### config.mk
export PLATFORM = sky130hd
export DESIGN_NAME = fetch_stage
export DESIGN_NICKNAME = d
export VERILOG_FILES = /design/src/rtl/fetch_stage.sv
export SDC_FILE = /design/constraint.sdc
export NUM_CORES = 1
export LEC_CHECK = 0
export BUFFER_PORTS_ARGS = -buffer_cell sky130_fd_sc_hd__buf_2
export CAP_MARGIN = 20
export CORE_ASPECT_RATIO = 0.75
export CORE_UTILIZATION = 40
export DETAILED_ROUTE_END_ITERATION = 7
export SYNTH_ARGS = -nofsm -noshare
export SYNTH_HDL_FRONTEND = slang
export SYNTH_SLANG_ARGS = --single-unit
### constraint.sdc
create_clock -name clk -period 5.96 [get_ports clk]
set_input_delay 1.788 -clock clk [delete_from_list [all_inputs] [get_ports clk]]
set_output_delay 1.788 -clock clk [all_outputs]
set_load 0.02 [all_outputs]
### src/rtl/fetch_stage.sv
// Instruction fetch stage: issues in-order memory requests from a fetch PC, buffers the
// returned words in a small FIFO for decode, and discards responses orphaned by a redirect.
module fetch_stage #(
  parameter int unsigned      WIDTH    = 32,
  parameter logic [WIDTH-1:0] RESET_PC = '0,
  parameter int unsigned      DEPTH    = 2
) (
  input  logic             clk,
  input  logic             rst,
  input  logic             PCsrcE,
  input  logic [WIDTH-1:0] PCTargetE,
  output logic             IReqValid,
  output logic [WIDTH-1:0] IReqAddr,
  input  logic             IReqReady,
  input  logic             IRespValid,
  input  logic [WIDTH-1:0] IRespData,
  output logic             ValidF,
  input  logic             ReadyD,
  output logic [WIDTH-1:0] PCF,
  output logic [WIDTH-1:0] InstrF,
  output logic [WIDTH-1:0] PCPlus4F
);

  localparam int unsigned PtrW = $clog2(DEPTH);
  // One extra bit so counters can hold the value DEPTH itself.
  localparam int unsigned CntW = $clog2(DEPTH) + 1;

  typedef logic [PtrW-1:0]  ptr_t;
  typedef logic [CntW-1:0]  cnt_t;
  typedef logic [WIDTH-1:0] word_t;

  localparam logic [CntW:0] DepthOcc = (CntW + 1)'(DEPTH);
  localparam word_t         ResetPc  = {RESET_PC[WIDTH-1:2], 2'b00};

  word_t            pc_q, pc_d;
  ptr_t             head_q, head_d;
  ptr_t             tail_q, tail_d;
  ptr_t             fill_ptr_q, fill_ptr_d;
  cnt_t             count_q, count_d;
  cnt_t             pend_q, pend_d;
  cnt_t             drop_q, drop_d;
  logic [DEPTH-1:0] filled_q, filled_d;
  word_t            pc_mem_q    [DEPTH];
  word_t            pc_mem_d    [DEPTH];
  word_t            instr_mem_q [DEPTH];
  word_t            instr_mem_d [DEPTH];

  logic          req_valid;
  logic          valid_f;
  logic          req_fire;
  logic          pop;
  logic          resp_drop;
  logic          resp_fill;
  logic [CntW:0] occupancy;
  cnt_t          outstanding;
  word_t         head_pc;

  logic unused_tgt_lsbs;
  assign unused_tgt_lsbs = ^PCTargetE[1:0];

  // Buffer slots plus responses still owed to a cancelled stream bound the requests in flight.
  assign occupancy   = {1'b0, count_q} + {1'b0, drop_q};
  assign outstanding = drop_q + pend_q;

  always_comb begin
    req_valid = !rst && !PCsrcE && (occupancy < DepthOcc);
    valid_f   = !rst && !PCsrcE && filled_q[head_q] && (count_q != '0);
    req_fire  = req_valid && IReqReady;
    pop       = valid_f && ReadyD;
    resp_drop = IRespValid && (drop_q != '0);
    resp_fill = IRespValid && (drop_q == '0) && (pend_q != '0);
    head_pc   = pc_mem_q[head_q];
  end

  always_comb begin
    IReqValid = req_valid;
    IReqAddr  = pc_q;
    ValidF    = valid_f;
    PCF       = valid_f ? head_pc : '0;
    InstrF    = valid_f ? instr_mem_q[head_q] : '0;
    PCPlus4F  = valid_f ? head_pc + WIDTH'(4) : '0;
  end

  always_comb begin
    pc_d        = pc_q;
    head_d      = head_q;
    tail_d      = tail_q;
    fill_ptr_d  = fill_ptr_q;
    count_d     = count_q;
    pend_d      = pend_q;
    drop_d      = drop_q;
    filled_d    = filled_q;
    pc_mem_d    = pc_mem_q;
    instr_mem_d = instr_mem_q;

    if (PCsrcE) begin
      pc_d       = {PCTargetE[WIDTH-1:2], 2'b00};
      head_d     = '0;
      tail_d     = '0;
      fill_ptr_d = '0;
      count_d    = '0;
      pend_d     = '0;
      filled_d   = '0;
      // A response landing this cycle retires one of the outstanding requests.
      drop_d     = (IRespValid && (outstanding != '0)) ? outstanding - 1'b1 : outstanding;
    end else begin
      if (req_fire) begin
        pc_d             = pc_q + WIDTH'(4);
        pc_mem_d[tail_q] = pc_q;
        filled_d[tail_q] = 1'b0;
        tail_d           = tail_q + 1'b1;
      end
      if (pop) begin
        filled_d[head_q] = 1'b0;
        head_d           = head_q + 1'b1;
      end
      if (resp_fill) begin
        instr_mem_d[fill_ptr_q] = IRespData;
        filled_d[fill_ptr_q]    = 1'b1;
        fill_ptr_d              = fill_ptr_q + 1'b1;
      end
      if (resp_drop) begin
        drop_d = drop_q - 1'b1;
      end
      count_d = count_q + cnt_t'(req_fire) - cnt_t'(pop);
      pend_d  = pend_q + cnt_t'(req_fire) - cnt_t'(resp_fill);
    end
  end

  always_ff @(posedge clk) begin
    if (rst) begin
      pc_q       <= ResetPc;
      head_q     <= '0;
      tail_q     <= '0;
      fill_ptr_q <= '0;
      count_q    <= '0;
      pend_q     <= '0;
      drop_q     <= '0;
      filled_q   <= '0;
    end else begin
      pc_q       <= pc_d;
      head_q     <= head_d;
      tail_q     <= tail_d;
      fill_ptr_q <= fill_ptr_d;
      count_q    <= count_d;
      pend_q     <= pend_d;
      drop_q     <= drop_d;
      filled_q   <= filled_d;
    end
  end

  // Payload storage needs no reset; the filled flags and count qualify it.
  always_ff @(posedge clk) begin
    pc_mem_q    <= pc_mem_d;
    instr_mem_q <= instr_mem_d;
  end

endmodule

# --- After elaboration in Yosys (flattened, before gate mapping) ---
# Index checks and enable logic that the tools add are counted.
totals:
  input_bits: 70
  word_cells: 107
  reg_bits: 171
classes:
  n_mux: 33
  add_sub_neg: 13
  n_reduce_logical: 27
  order_cmp: 12
  n_bitwise: 9
op_table:
  columns: ["op", "count"]
  rows:
  - ["$mux 32", 13]
  - ["$bwmux 64", 2]
  - ["$add 32x3->32 const B", 2]
  - ["$demux 32 s1", 2]
  - ["$mux 2", 8]
  - ["$logic_and 1x1->1", 15]
  - ["$reduce_bool 2->1", 6]
  - ["$ge 2x2->1 const B", 3]
  - ["$lt 1x2->1 const B", 3]
  - ["$not 1->2", 3]
  - ["$mux 1", 5]
  - ["$add 2x1->2", 2]
  - ["$and 2x2->2", 2]
  - ["$lt 2x1->1 const B", 2]
  - ["$not 2->2", 2]
  - ["$reduce_and 2->1", 2]
  - ["$sub 2x1->2", 2]
  - ["$sub 2x1->2 const B", 2]
  - ["$add 1x1->1 const B", 3]
  - ["$add 2x2->3", 1]
  - ["$demux 1 s1", 3]
  - ["$ge 1x1->1 const B", 3]
  - ["$lt 3x2->1 const B", 1]
  - ["$add 2x2->2", 1]
  - ["other kinds (5)", 6]

# --- Logic depth before layout (Yosys ltp) ---
logic_depth:
  word_depth: 13
  mapped_depth: 13

# --- Worst setup path after synthesis ---
# Ideal clock, no wire load.
synth_path:
  kind: "input-to-reg"
  from: "input PCsrcE"
  to: "register instr_mem_q[32] (netlist name) (enable)"
  path_slack_ns: 0.867
  setup_time_ns: 0.461
  cell_stages: 4
  t_arrival_ns: 4.632
  required_ns: 5.499
  path_cell_list: "clkbuf_1 clkbuf_1 buf_1 nor3_1"
synth_via:
  elab_chain_cells: 2
synth_rtl:
  columns: ["item", "line_no", "text"]
  rows:
  - ["start, declared", "10", "input logic PCsrcE,"]
  - ["$not 1->1 (no source line)", null, null]
  - ["$reduce_and 2->1 (no source line)", null, null]
  - ["end signal, assigned", "155", "instr_mem_q <= instr_mem_d;"]
  - ["end, declared", "45", "word_t instr_mem_q [DEPTH];"]
# Every way passes these cells.
# A chain may end at the register's enable or synchronous reset.

# --- Worst setup path after layout ---
layout_path:
  from: "register head_q"
  to: "output PCPlus4F[30]"
layout_via:
  elab_chain_cells: 6
layout_rtl:
  columns: ["item", "line_no", "text"]
  rows:
  - ["start, declared", "36", "ptr_t head_q, head_d;"]
  - ["start signal, assigned", "133", "head_q <= '0;"]
  - ["start signal, assigned", "142", "head_q <= head_d;"]
  - ["$not 1->2 (implied by the code)", "72", "head_pc = pc_mem_q[head_q];"]
  - ["$mux 32 (implied by the code) (3 in a row)", "72", null]
  - ["$add 32x3->32", "81", "PCPlus4F = valid_f ? head_pc + WIDTH'(4) : '0;"]
  - ["$mux 32 *", "81", null]
  - ["end, declared", "21", "output logic [WIDTH-1:0] PCPlus4F"]
# Mark *: on every way between the ends. The rest lies on a longest branch, timed or not. The select of a mux whose other input is x is not followed.

==> results.cfg <==
[drt]
final_antenna_net_count = 0
viasPerCell = 5.38
routed_wl_um = 20700
wl_per_cell_um = 17.6
drc_errors = 10
num_vias = 6307
firstDrtPassIters = 7
drtIter0Drc = 569

[power_and_ir_drop]
p_leak_nw = 3.85
power_density_mw_per_mm2 = 265
vdd_ir_drop_max_v = 0.000168

[synthesis]
yosysTopAreaCellShare = 0.458
ys_warn_count = 0
synthTopCellsByArea = edfxtp_1, dfxtp_1, mux2i_1
synth_edf_count = 124
yosysSeqAreaShare = 0.559
avgSynthCellArea_um2 = 11.2
yosysTopAreaCell = edfxtp_1
synth_seq_cells = 165
ys.flop_type = edfxtp_1
synth_area_mm2 = 0.00813
async_reset_ff_frac = 0
syn_inst = 724
ys_types = 75

[worst_setup_path]
critPathMostFrequentCell = inv_1
regToRegSetupSlack_ps = 2790
slowest_stage = dfxtp_4
r2r_end = count_q[1]$_SDFF_PP0_
max_stage_delay_ps = 850
critPathKind = register to primary output
ff2ff_path_depth = 12
end_kind = primary output
cp.required_ps = 4170
cp.arrival_ps = 3470
crit_chain = mux2i_1 > inv_1 > ha_1 > inv_1 > a211oi_4 > nand4_4 > and4bb_2 > mux2_1 > buf_2
rr_startpoint = count_q[0]$_SDFF_PP0_
start_kind = register
path_max_fanout = 60

[clock_network]
cts_max_level = 4
cts_sinks = 165
clk_pin_slew_worst_paths_ps = 60
clockRootBuffer = clkbuf_16
hold_buffers = 0
cts_tree = yes
clk_path_buf_depth = 2
cts_resized = 0
clk_latency_ps = 420
cts_setup_buffers = 0
cts_made_buffers = 17

[floorplanning]
die_area_mm2 = 0.0209
die_w_um = 167
initial_core_util = 0.414
num_io_pins = 200
row_count = 44
core-area_mm2 = 0.0197
fp.dieH_um = 125

[timing]
setup_ws_ps = 704
relSlewSlack = 0.376
slew_violations = 0
rsz0062_at_grt = no
tightest_slew_ps = 929
fmax_mhz = 190
finalSetupTns_ps = 0
setup_viol = 0
fin_crit_ps = 5260
fin_skew_ps = 13.3
finalCritPeriodShare = 0.882
hold_viol_final = 0

[placed_design]
place_ws_ps = 740
place_inst = 1140
place_congestion = 0.799
post-dp-hpwl_um = 14400
port_buffers = 191

[global_routing]
grt_util_all_layers = 0.199
grt_pass1_vias = 5705
grt_max_degree = 82
antenna_found_initial = 0
grt_pass1_wl_um = 32000
overflow = 0

[finish]
final_nets = 986
diodes = 0
final_cells = 1172
post_route_cells_drive_above_1_share = 0.284
syn2layout_area_growth_pct = 22.2

[outcome]
violations = DRC
outcome = finished with violations

[hold_path]
hold_depth = 2
holdCritStartpoint = filled_q[0]$_SDFF_PP0_
min_to = filled_q[0]$_SDFF_PP0_
min_path_type = register to register

[flow_run]
maxCapViolations = 0
-- through the flow --
stage          hold slack (ps)  cell area [µm²]   util  power [W]
2_1_floorplan              455             8150      -    0.00143
3_3_place_gp               467             9310  0.474    0.00150
3_5_place_dp               469             9310  0.474    0.00151
4_1_cts                    478             9930  0.505    0.00264
5_1_grt                    492             9930  0.505    0.00271
6_report                   480             9930  0.505    0.00263
-- cell type report --
| cell class | instances | area [µm²] |
|---|---|---|
| Multi-Input combinational cell | 498 | 3320 |
| Clock inverter | 14 | 191 |
| Sequential cell | 165 | 4550 |
| Fill cell | 1813 | 9720 |
| Inverter | 21 | 78.8 |
| Clock buffer | 18 | 429 |
| Timing Repair Buffer | 203 | 1050 |
| Tap cell | 253 | 317 |
-- cells by family after synthesis --
logic type,synth area share
xor gates and xnor gates,0.0291
muxes,0.0802
AOI/OAI and AO/OA,0.107
buffers and inverters,0.0368
other,0.000461
adders and majority gates,0.0163
and+or+nand+nor,0.171
DFF,0.559
-- Yosys cell counts, types with 4 or more instances --
library cell / count
and2_1: 15
a32oi_1: 5
o31a_1: 6
buf_2: 14
a211oi_1: 4
o21ai_0: 16
and3_1: 9
mux2i_1: 57
nor3_1: 14
nand3_1: 22
ha_1: 9
buf_4: 7
inv_1: 20
a21oi_1: 36
buf_1: 6
nand2_1: 38
o211ai_1: 7
clkbuf_1: 17
xor2_1: 11
mux2_2: 5
nand2b_1: 4
edfxtp_1: 124
nor4_1: 12
nand4_1: 17
xnor2_1: 16
a31oi_1: 15
nor2b_1: 5
nor2_1: 98
dfxtp_1: 41
or3_1: 7
o22ai_1: 6
a311oi_1: 4
-- power breakdown --
part | switching, W | total [W] | internal (W)
Combinational | 0.000106 | 0.000174 | 0.0000683
Clock | 0.000471 | 0.00115 | 0.000675
Sequential | 0.0000443 | 0.00131 | 0.00126
Total | 0.000621 | 0.00263 | 0.00201
-- sequential cells by signal, summed over array words and instances (netlist names) --
signal	cells
IReqAddr	30
pend_q	2
count_q	2
head_q	1
fill_ptr_q	1
filled_q	2
pc_mem_q	60
instr_mem_q	64
tail_q	1
drop_q	2
-- critical path: cells and delay by family (launching register included) --
family	cells	cell delay, ps
and+or+nand+nor	2	600
muxes	2	680
buffers and inverters	3	400
AOI/OAI and AO/OA	1	300
adders and majority gates	1	200
DFF	1	850
-- worst max-delay path by stage --
stage | startpoint | endpoint | slack [ps]
after global placement | PCsrcE | PCPlus4F[30] | 780
after CTS | head_q$_SDFFE_PP0N_ | PCPlus4F[30] | 640
after floorplan | PCsrcE | instr_mem_q[32]$_DFFE_PP_ | 870
after global routing | head_q$_SDFFE_PP0N_ | PCPlus4F[30] | 430
after detailed placement | PCsrcE | PCPlus4F[30] | 740
final | head_q$_SDFFE_PP0N_ | PCPlus4F[30] | 700
-- metal layers --
layer  track usage  vias to the layer above  wire length, µm
li1              -                     3068                -
met1         0.308                     3023            10600
met2         0.280                      206             8690
met3        0.0380                       10             1260
met4        0.0577                        0              143
met5             0                        -                0
-- cells in the final DEF (no fill, tap or decap), types with 7 or more instances in the layout --
cell type	instances
nand4_1	17
edfxtp_1	124
dfxtp_1	40
nor3_1	13
buf_4	12
nand3_1	22
ha_1	9
clkbuf_16	17
and3_1	9
xor2_1	11
mux2i_1	57
inv_1	20
a31oi_1	15
and2_1	15
or3_1	7
o21ai_0	16
nor4_1	12
xnor2_1	16
nor2_1	97
a21oi_1	36
o211ai_1	7
buf_2	191
nand2_1	38
Power figures use the tool's default switching activity.
